File: config.mk
export PLATFORM = sky130hd
export DESIGN_NAME = mul_issue_pipe
export DESIGN_NICKNAME = d
export VERILOG_FILES = /design/src/rtl/mul_issue_pipe.sv
export SDC_FILE = /design/constraint.sdc
export NUM_CORES = 2
export LEC_CHECK = 0
export ABC_AREA = 0
export ABC_CLOCK_PERIOD_IN_PS = 10600
export BUFFER_PORTS_ARGS = -buffer_cell sky130_fd_sc_hd__buf_2
export CAP_MARGIN = 20
export CORE_MARGIN = 3
export CORE_UTILIZATION = 60
export CTS_CLUSTER_DIAMETER = 60
export DETAILED_ROUTE_END_ITERATION = 8
export PLACE_DENSITY_LB_ADDON = 0.2
export SYNTH_ARGS = -nofsm -noshare
export SYNTH_HDL_FRONTEND = slang
export SYNTH_HIERARCHICAL = 1
export SYNTH_SLANG_ARGS = --single-unit
File: constraint.sdc
create_clock -name clk -period 10.6 [get_ports clk]
set_input_delay 0.53 -clock clk [delete_from_list [all_inputs] [get_ports clk]]
set_output_delay 0.53 -clock clk [all_outputs]
set_load 0.03 [all_outputs]
File: src/rtl/mul_issue_pipe.sv
// RV32M multiply execute unit: two-stage valid/ready pipe
// around an unsigned 32x32 vedic multiplier core.

module vedic_mult_32bit (
  input  logic [31:0] a,
  input  logic [31:0] b,
  output logic [63:0] p
);

  logic [31:0] ll;
  logic [31:0] lh;
  logic [31:0] hl;
  logic [31:0] hh;
  logic [63:0] mid;

  // vertical/crosswise split into four 16x16 partials
  always_comb begin
    ll  = a[15:0]  * b[15:0];
    lh  = a[15:0]  * b[31:16];
    hl  = a[31:16] * b[15:0];
    hh  = a[31:16] * b[31:16];
    mid = {32'd0, lh} + {32'd0, hl};
    p   = {hh, ll} + (mid << 16);
  end

endmodule

module mul_issue_pipe #(
  parameter int TAG_W = 5
) (
  input  logic             clk,
  input  logic             rst_n,
  input  logic             flush,
  input  logic             in_valid,
  output logic             in_ready,
  input  logic [1:0]       in_op,
  input  logic [31:0]      in_rs1,
  input  logic [31:0]      in_rs2,
  input  logic [TAG_W-1:0] in_tag,
  output logic             out_valid,
  input  logic             out_ready,
  output logic [31:0]      out_result,
  output logic [TAG_W-1:0] out_tag
);

  logic             s1_valid_q, s1_valid_d;
  logic [31:0]      mag_a_q, mag_a_d;
  logic [31:0]      mag_b_q, mag_b_d;
  logic             neg_q, neg_d;
  logic [1:0]       op1_q, op1_d;
  logic [TAG_W-1:0] tag1_q, tag1_d;

  logic             s2_valid_q, s2_valid_d;
  logic [63:0]      prod_q, prod_d;
  logic [1:0]       op2_q, op2_d;
  logic [TAG_W-1:0] tag2_q, tag2_d;

  logic             s1_load;
  logic             s2_load;
  logic             sign_a;
  logic             sign_b;
  logic [63:0]      p_raw;

  vedic_mult_32bit u_core (
    .a (mag_a_q),
    .b (mag_b_q),
    .p (p_raw)
  );

  // handshake: stage 1 may refill as stage 2 drains
  always_comb begin
    s2_load  = s1_valid_q & (~s2_valid_q | out_ready);
    in_ready = ~s1_valid_q | s2_load;
    s1_load  = in_valid & in_ready;
  end

  // stage 1: sign-condition operands into magnitudes
  always_comb begin
    sign_a  = (in_op != 2'b11) & in_rs1[31];
    sign_b  = ~in_op[1] & in_rs2[31];
    mag_a_d = mag_a_q;
    mag_b_d = mag_b_q;
    neg_d   = neg_q;
    op1_d   = op1_q;
    tag1_d  = tag1_q;
    if (s1_load) begin
      mag_a_d = sign_a ? (~in_rs1 + 32'd1) : in_rs1;
      mag_b_d = sign_b ? (~in_rs2 + 32'd1) : in_rs2;
      neg_d   = sign_a ^ sign_b;
      op1_d   = in_op;
      tag1_d  = in_tag;
    end
    s1_valid_d = s1_valid_q;
    if (flush)        s1_valid_d = 1'b0;
    else if (s1_load) s1_valid_d = 1'b1;
    else if (s2_load) s1_valid_d = 1'b0;
  end

  // stage 2: apply final negation to the core product
  always_comb begin
    prod_d = prod_q;
    op2_d  = op2_q;
    tag2_d = tag2_q;
    if (s2_load) begin
      prod_d = neg_q ? (~p_raw + 64'd1) : p_raw;
      op2_d  = op1_q;
      tag2_d = tag1_q;
    end
    s2_valid_d = s2_valid_q;
    if (flush)          s2_valid_d = 1'b0;
    else if (s2_load)   s2_valid_d = 1'b1;
    else if (out_ready) s2_valid_d = 1'b0;
  end

  // pipeline registers
  always_ff @(posedge clk or negedge rst_n) begin
    if (!rst_n) begin
      s1_valid_q <= 1'b0;
      mag_a_q    <= '0;
      mag_b_q    <= '0;
      neg_q      <= 1'b0;
      op1_q      <= '0;
      tag1_q     <= '0;
      s2_valid_q <= 1'b0;
      prod_q     <= '0;
      op2_q      <= '0;
      tag2_q     <= '0;
    end else begin
      s1_valid_q <= s1_valid_d;
      mag_a_q    <= mag_a_d;
      mag_b_q    <= mag_b_d;
      neg_q      <= neg_d;
      op1_q      <= op1_d;
      tag1_q     <= tag1_d;
      s2_valid_q <= s2_valid_d;
      prod_q     <= prod_d;
      op2_q      <= op2_d;
      tag2_q     <= tag2_d;
    end
  end

  // architectural word select
  always_comb begin
    out_valid  = s2_valid_q;
    out_tag    = tag2_q;
    out_result = (op2_q == 2'b00) ? prod_q[31:0]
                                  : prod_q[63:32];
  end

endmodule

; ---- Yosys cells after proc, flatten, opt, wreduce, memory -nomap -nowiden
; Index checks and enable logic that the tools add are counted.
[op_classes]
add_sub_neg = 5
n_mul = 4
mux = 10
eq_ne = 1
bitwise = 13
n_reduce_logical = 3
[op_table]
columns = cell, n
row1 = 16-bit by 16-bit multiplier with 32-bit output, 4
row2 = 32-bit 2-to-1 mux, 3
row3 = "32-bit by 1-bit adder with 32-bit output, second input constant", 2
row4 = "64-bit by 1-bit adder with 64-bit output, second input constant", 1
row5 = 64-bit adder, 1
row6 = 64-bit 2-to-1 mux, 1
row7 = 32-bit inverter, 2
row8 = 64-bit inverter, 1
row9 = 32-bit by 32-bit adder with 33-bit output, 1
row10 = 1-bit 2-to-1 mux, 6
row11 = 3-bit nonzero test, 2
row12 = 1-bit AND, 4
row13 = 1-bit inverter, 3
row14 = 2-bit logical NOT, 1
row15 = "2-bit != test, second input constant", 1
row16 = 1-bit bitwise OR, 2
row17 = 1-bit XOR, 1
[totals]
register_bits = 145

; ---- Logic depth before layout (Yosys ltp)
[logic_depth]
depth_word = 7
mapped_depth = 44

; ---- By module
; The synthesis kept the hierarchy.
[modules_own_cells]
columns = module, seq_area_each_um2, area_per_inst_um2, cells_per_inst, instances
row1 = vedic_mult_32bit, 0.0, 36154.7, 4171, 1
row2 = mul_issue_pipe, 3628.5, 8351.8, 941, 1

; ---- Worst setup path before layout
; No wires, ideal clock.
[synth_timing]
path_type = register to register
startpoint = reg mag_a_q[7]
endpoint = reg prod_q[63]
path_buffers = 2
stages_incl_launch_ff = 38
synth_period_minus_slack_ns = 10.562
arrival_ns = 10.431
setup_ns = 0.130
slack_ns = 0.038
required_ns = 10.470
path_cell_list = dfrtp_1 > clkbuf_1 > nand2_1 > fa_1 > fa_1 > fa_1 > fa_1 > inv_1 > fa_1 > fa_1 > fa_1 > fa_1 > ha_1 > a21o_1 > a21o_1 > a21oi_1 > nor2_1 > a221oi_1 > [... 2 more ...] > o21bai_1 > a21oi_1 > xnor2_1 > ha_1 > clkbuf_1 > nand3_1 > or2_2 > o41ai_1 > o32a_1 > nor2b_1 > nand2_1 > xor2_1 > or4_1 > or4_1 > or3_1 > o41ai_1 > xor2_1 > o21ai_1
[synth_via]
elab_chain_cells = 6
word_cells_on_any_way = 7
classes_between = add/sub: 3 / mul: 2 / mux: 1 / bitwise: 1
[synth_rtl]
columns = element, line_no
row1 = start: declaration, 47  ; logic [31:0] mag_a_q, mag_a_d;
row2 = start signal: assignment, 130  ; mag_a_q <= mag_a_d;
row3 = 16-bit by 16-bit multiplier with 32-bit output, 19  ; lh = a[15:0] * b[31:16];
row4 = 32-bit by 32-bit adder with 33-bit output, 22  ; mid = {32'd0, lh} + {32'd0, hl};
row5 = 64-bit adder (*), 23  ; p = {hh, ll} + (mid << 16);
row6 = via p_raw[55], 62  ; logic [63:0] p_raw;
row7 = 64-bit inverter (*), 105  ; prod_d = neg_q ? (~p_raw + 64'd1) : p_raw;
row8 = 64-bit by 1-bit adder with 64-bit output (*), 105
row9 = 64-bit 2-to-1 mux (*), 105
row10 = end signal: assignment, 136  ; prod_q <= prod_d;
row11 = end: declaration, 54  ; logic [63:0] prod_q, prod_d;
; The timed path passes the listed nets; every way through them passes the cells marked *.
; A chain may end at the register's enable or synchronous reset.

; ---- Worst setup path after layout
[layout_timing]
startpoint = reg mag_a_q[10]
endpoint = reg prod_q[62]
; The elaborated chain is that of the path after synthesis.

==> flow_metrics.tcl <==
set metrics [dict create \
    synth_top_family_by_area "adder cells" \
    grt-ovfl-total 0 \
    track_usage_pct 33.2 \
    die_w_um 278 \
    antenna_found_initial 9 \
    synth_edf_count 0 \
    critPathSlowestCell "fa_1" \
    max-clock-path-buffers 2 \
    setup_viol 0 \
    dr.pass1.iters 6 \
    synthAdderAreaFrac_pct 50.2 \
    synthesis.area_um2 44500 \
    cts_htree_levels 4 \
    min_path_type "in -> async" \
    cp_common_cell "fa_1" \
    numCtsBuffers 17 \
    grt_setup_unrepaired "true" \
    cts.sinks 145 \
    cts_tree "done" \
    clkLatencyLatePin_ps 470 \
    timing.rr.start "mag_a_q[10]$_DFFE_PN0P_" \
    drtIter0Drc 2632 \
    grt_pass1_vias 37900 \
    nets 6784 \
    met2_usage_pct 54.7 \
    synthArstFlopShare_pct 100 \
    syn_nets 6470 \
    rr_endpoint "prod_q[62]$_DFFE_PN0P_" \
    drtAntennaViolNets 0 \
    top_usage_layer "met2" \
    crit_fanout 7 \
    mostFrequentLayoutCells "inv_1 (979), fa_1 (804), nand2_1 (752)" \
    core_area_um2 73200 \
    post-route-period-util_pct 100 \
    mostFrequentLayoutCell "inv_1" \
    hold_viol 0 \
    synthSimpleGateAreaFrac_pct 17.8 \
    drc 0 \
    grtUsageMet1_pct 43.3 \
    syn_to_final_growth_pct 14.1 \
    dieArea_um2 77500 \
    synth_cells 5112 \
    crit_required_ps 10930 \
    end_kind "register" \
    drv_slew 0 \
    root_buffer "clkbuf_16" \
    hpwl_mm 103 \
    start_kind "register" \
    dieHeight_um 278 \
    synth_xor_area_share_pct 4.80 \
    max_freq_mhz 94.4 \
    ff2ff_path_depth 39 \
    post_drt_wl_per_cell_um 20.2 \
    port_buffers 114 \
    avgSynthCellArea_um2 8.71 \
    synth_compound_area_share_pct 7.48 \
    wl_mm 129 \
    worstSetupStartpoint "mag_a_q[10]$_DFFE_PN0P_" \
    skew_ps 17.4 \
    viasPerCell 5.69 \
    yosys.cell_types.count 70 \
    tightest_slew_ps 1090 \
    grt_first_pass_wirelength_mm 201 \
    ys.flop_type "dfrtp_1" \
    fin_cells 6401 \
    start_util_pct 60.8 \
    dp_cells 6298 \
    io_pins 115 \
    final_util_pct 69.3 \
    status "completed" \
    yosysWarnings 6 \
    drive_gt1_share_pct 15.7 \
    critPathKind "reg -> reg" \
    grt_max_degree 126 \
    max_stage_delay_ps 610 \
    slew-limit-headroom_pct 27.4 \
    max-cap-violations 0 \
    synth-seq-cells 145 \
    synthMuxAreaShare_pct 1.06 \
    period_minus_slack_ps 10590 \
    cp_data_arrival_time_ps 10920 \
    met3_usage_pct 5.75 \
    rows 99 \
    yosysSeqAreaShare_pct 8.15 \
    gp_congestion 0.943 \
    vias 36400 \
    cts.clk_slew.worst_paths_ps 80 \
    rrSetupSlack_ps 5 \
]
==> metal layers <==
layer / vias to the layer above / part of all wire (%) / wire [µm]
li1: 16300 / - / -
met1: 18200 / 40 / 51000
met2: 1567 / 48 / 61700
met3: 383 / 7.8 / 10100
met4: 8 / 4.8 / 6140
met5: - / 0.046 / 59
==> sequential cells by signal, indices dropped and copies added, names as in the netlist, 2 cells and up <==
signal	cells
op1_q	2
mag_a_q	32
out_tag	5
tag1_q	5
prod_q	64
op2_q	2
mag_b_q	32
==> stage by stage <==
stage / setup slack (ps) / cell area (µm²) / setup TNS, ps / hold slack, ps
4_1_cts: 7.44 / 49600 / 0 / 116
5_1_grt: -359 / 50800 / -1760 / 144
6_report: 5.23 / 50800 / 0 / 94.8
3_3_place_gp: -191 / 48400 / -560 / 446
3_5_place_dp: -384 / 48400 / -1390 / 452
2_1_floorplan: 38.3 / 44500 / 0 / 234
==> synthesized netlist by cell type (all sizes together) (3+ instances only) <==
cell type,number,area (µm²)
nor3b,6,50.1
a221oi,3,26.3
or4,23,180
and3,11,68.8
nand2b,17,106
mux2,40,450
o311ai,3,26.3
a211o,6,52.6
a21o,45,338
o21bai,15,113
a31oi,13,81.3
ha,445,5570
nor4,20,125
a21oi,135,676
nand4,23,144
o21ai,207,1040
xor2,126,1100
nor2b,11,68.8
o211ai,7,52.6
o31ai,40,319
xnor2,118,1030
and4,4,35.0
nor3,24,120
nor2,106,398
buf,7,28.8
clkbuf,246,923
a41oi,4,35.0
a211oi,13,97.6
o41ai,16,155
inv,997,3740
or2,11,68.8
and2,516,3230
fa,837,16800
a2111oi,3,45.1
nand2,758,2850
dfrtp,145,3630
nand3,32,160
o311a,4,40.0
or3,35,219
o21a,13,97.6
o2111ai,5,43.8
==> final cells by class <==
class	instances	area [µm²]
tap	959	1200
sequential	145	3670
antenna	3	7.51
fill	5692	22400
clock buffer	17	425
timing repair buffer	548	4450
multi-input combinational	3717	37100
inverter	997	3740
clock inverter	15	164
==> critical path, delay by kind of cell (launching register included) <==
kind / cells / cell delay [ps]
adders and majority gates: 10 / 4790
and+or+nand+nor: 8 / 2080
AOI/OAI and AO/OA: 11 / 1850
buffers and inverters: 7 / 840
DFF: 1 / 480
xor gates and xnor gates: 3 / 420
==> logic make-up (layout without fill, tap and decap cells) <==
kind of cell	count (synthesis)	in the layout
and+or+nand+nor	1607	1607
AOI/OAI and AO/OA	542	542
DFF	145	145
adders and majority gates	1282	1282
buffers and inverters	1250	1577
muxes	42	42
xor gates and xnor gates	244	244
other	0	3
==> worst max-delay path by stage <==
stage,to,slack (ps),depth (start not counted)
2_1_floorplan,prod_q[63]$_DFFE_PN0P_,40,37
3_3_place_gp,prod_q[61]$_DFFE_PN0P_,-190,41
3_5_place_dp,prod_q[63]$_DFFE_PN0P_,-380,38
4_1_cts,prod_q[61]$_DFFE_PN0P_,7,42
5_1_grt,prod_q[62]$_DFFE_PN0P_,-360,44
6_report,prod_q[62]$_DFFE_PN0P_,5,39
==> what timing repair did <==
item	4_1_cts	5_1_grt
setup endpoints to repair	7	24
pin swaps	51	175
buffers inserted	24	42
hold buffers	0	0
gates resized for setup	89	203
gates cloned	1	3
Power is not shown: default switching activity piles up to over one toggle a cycle in this logic, so the estimate is an artifact.
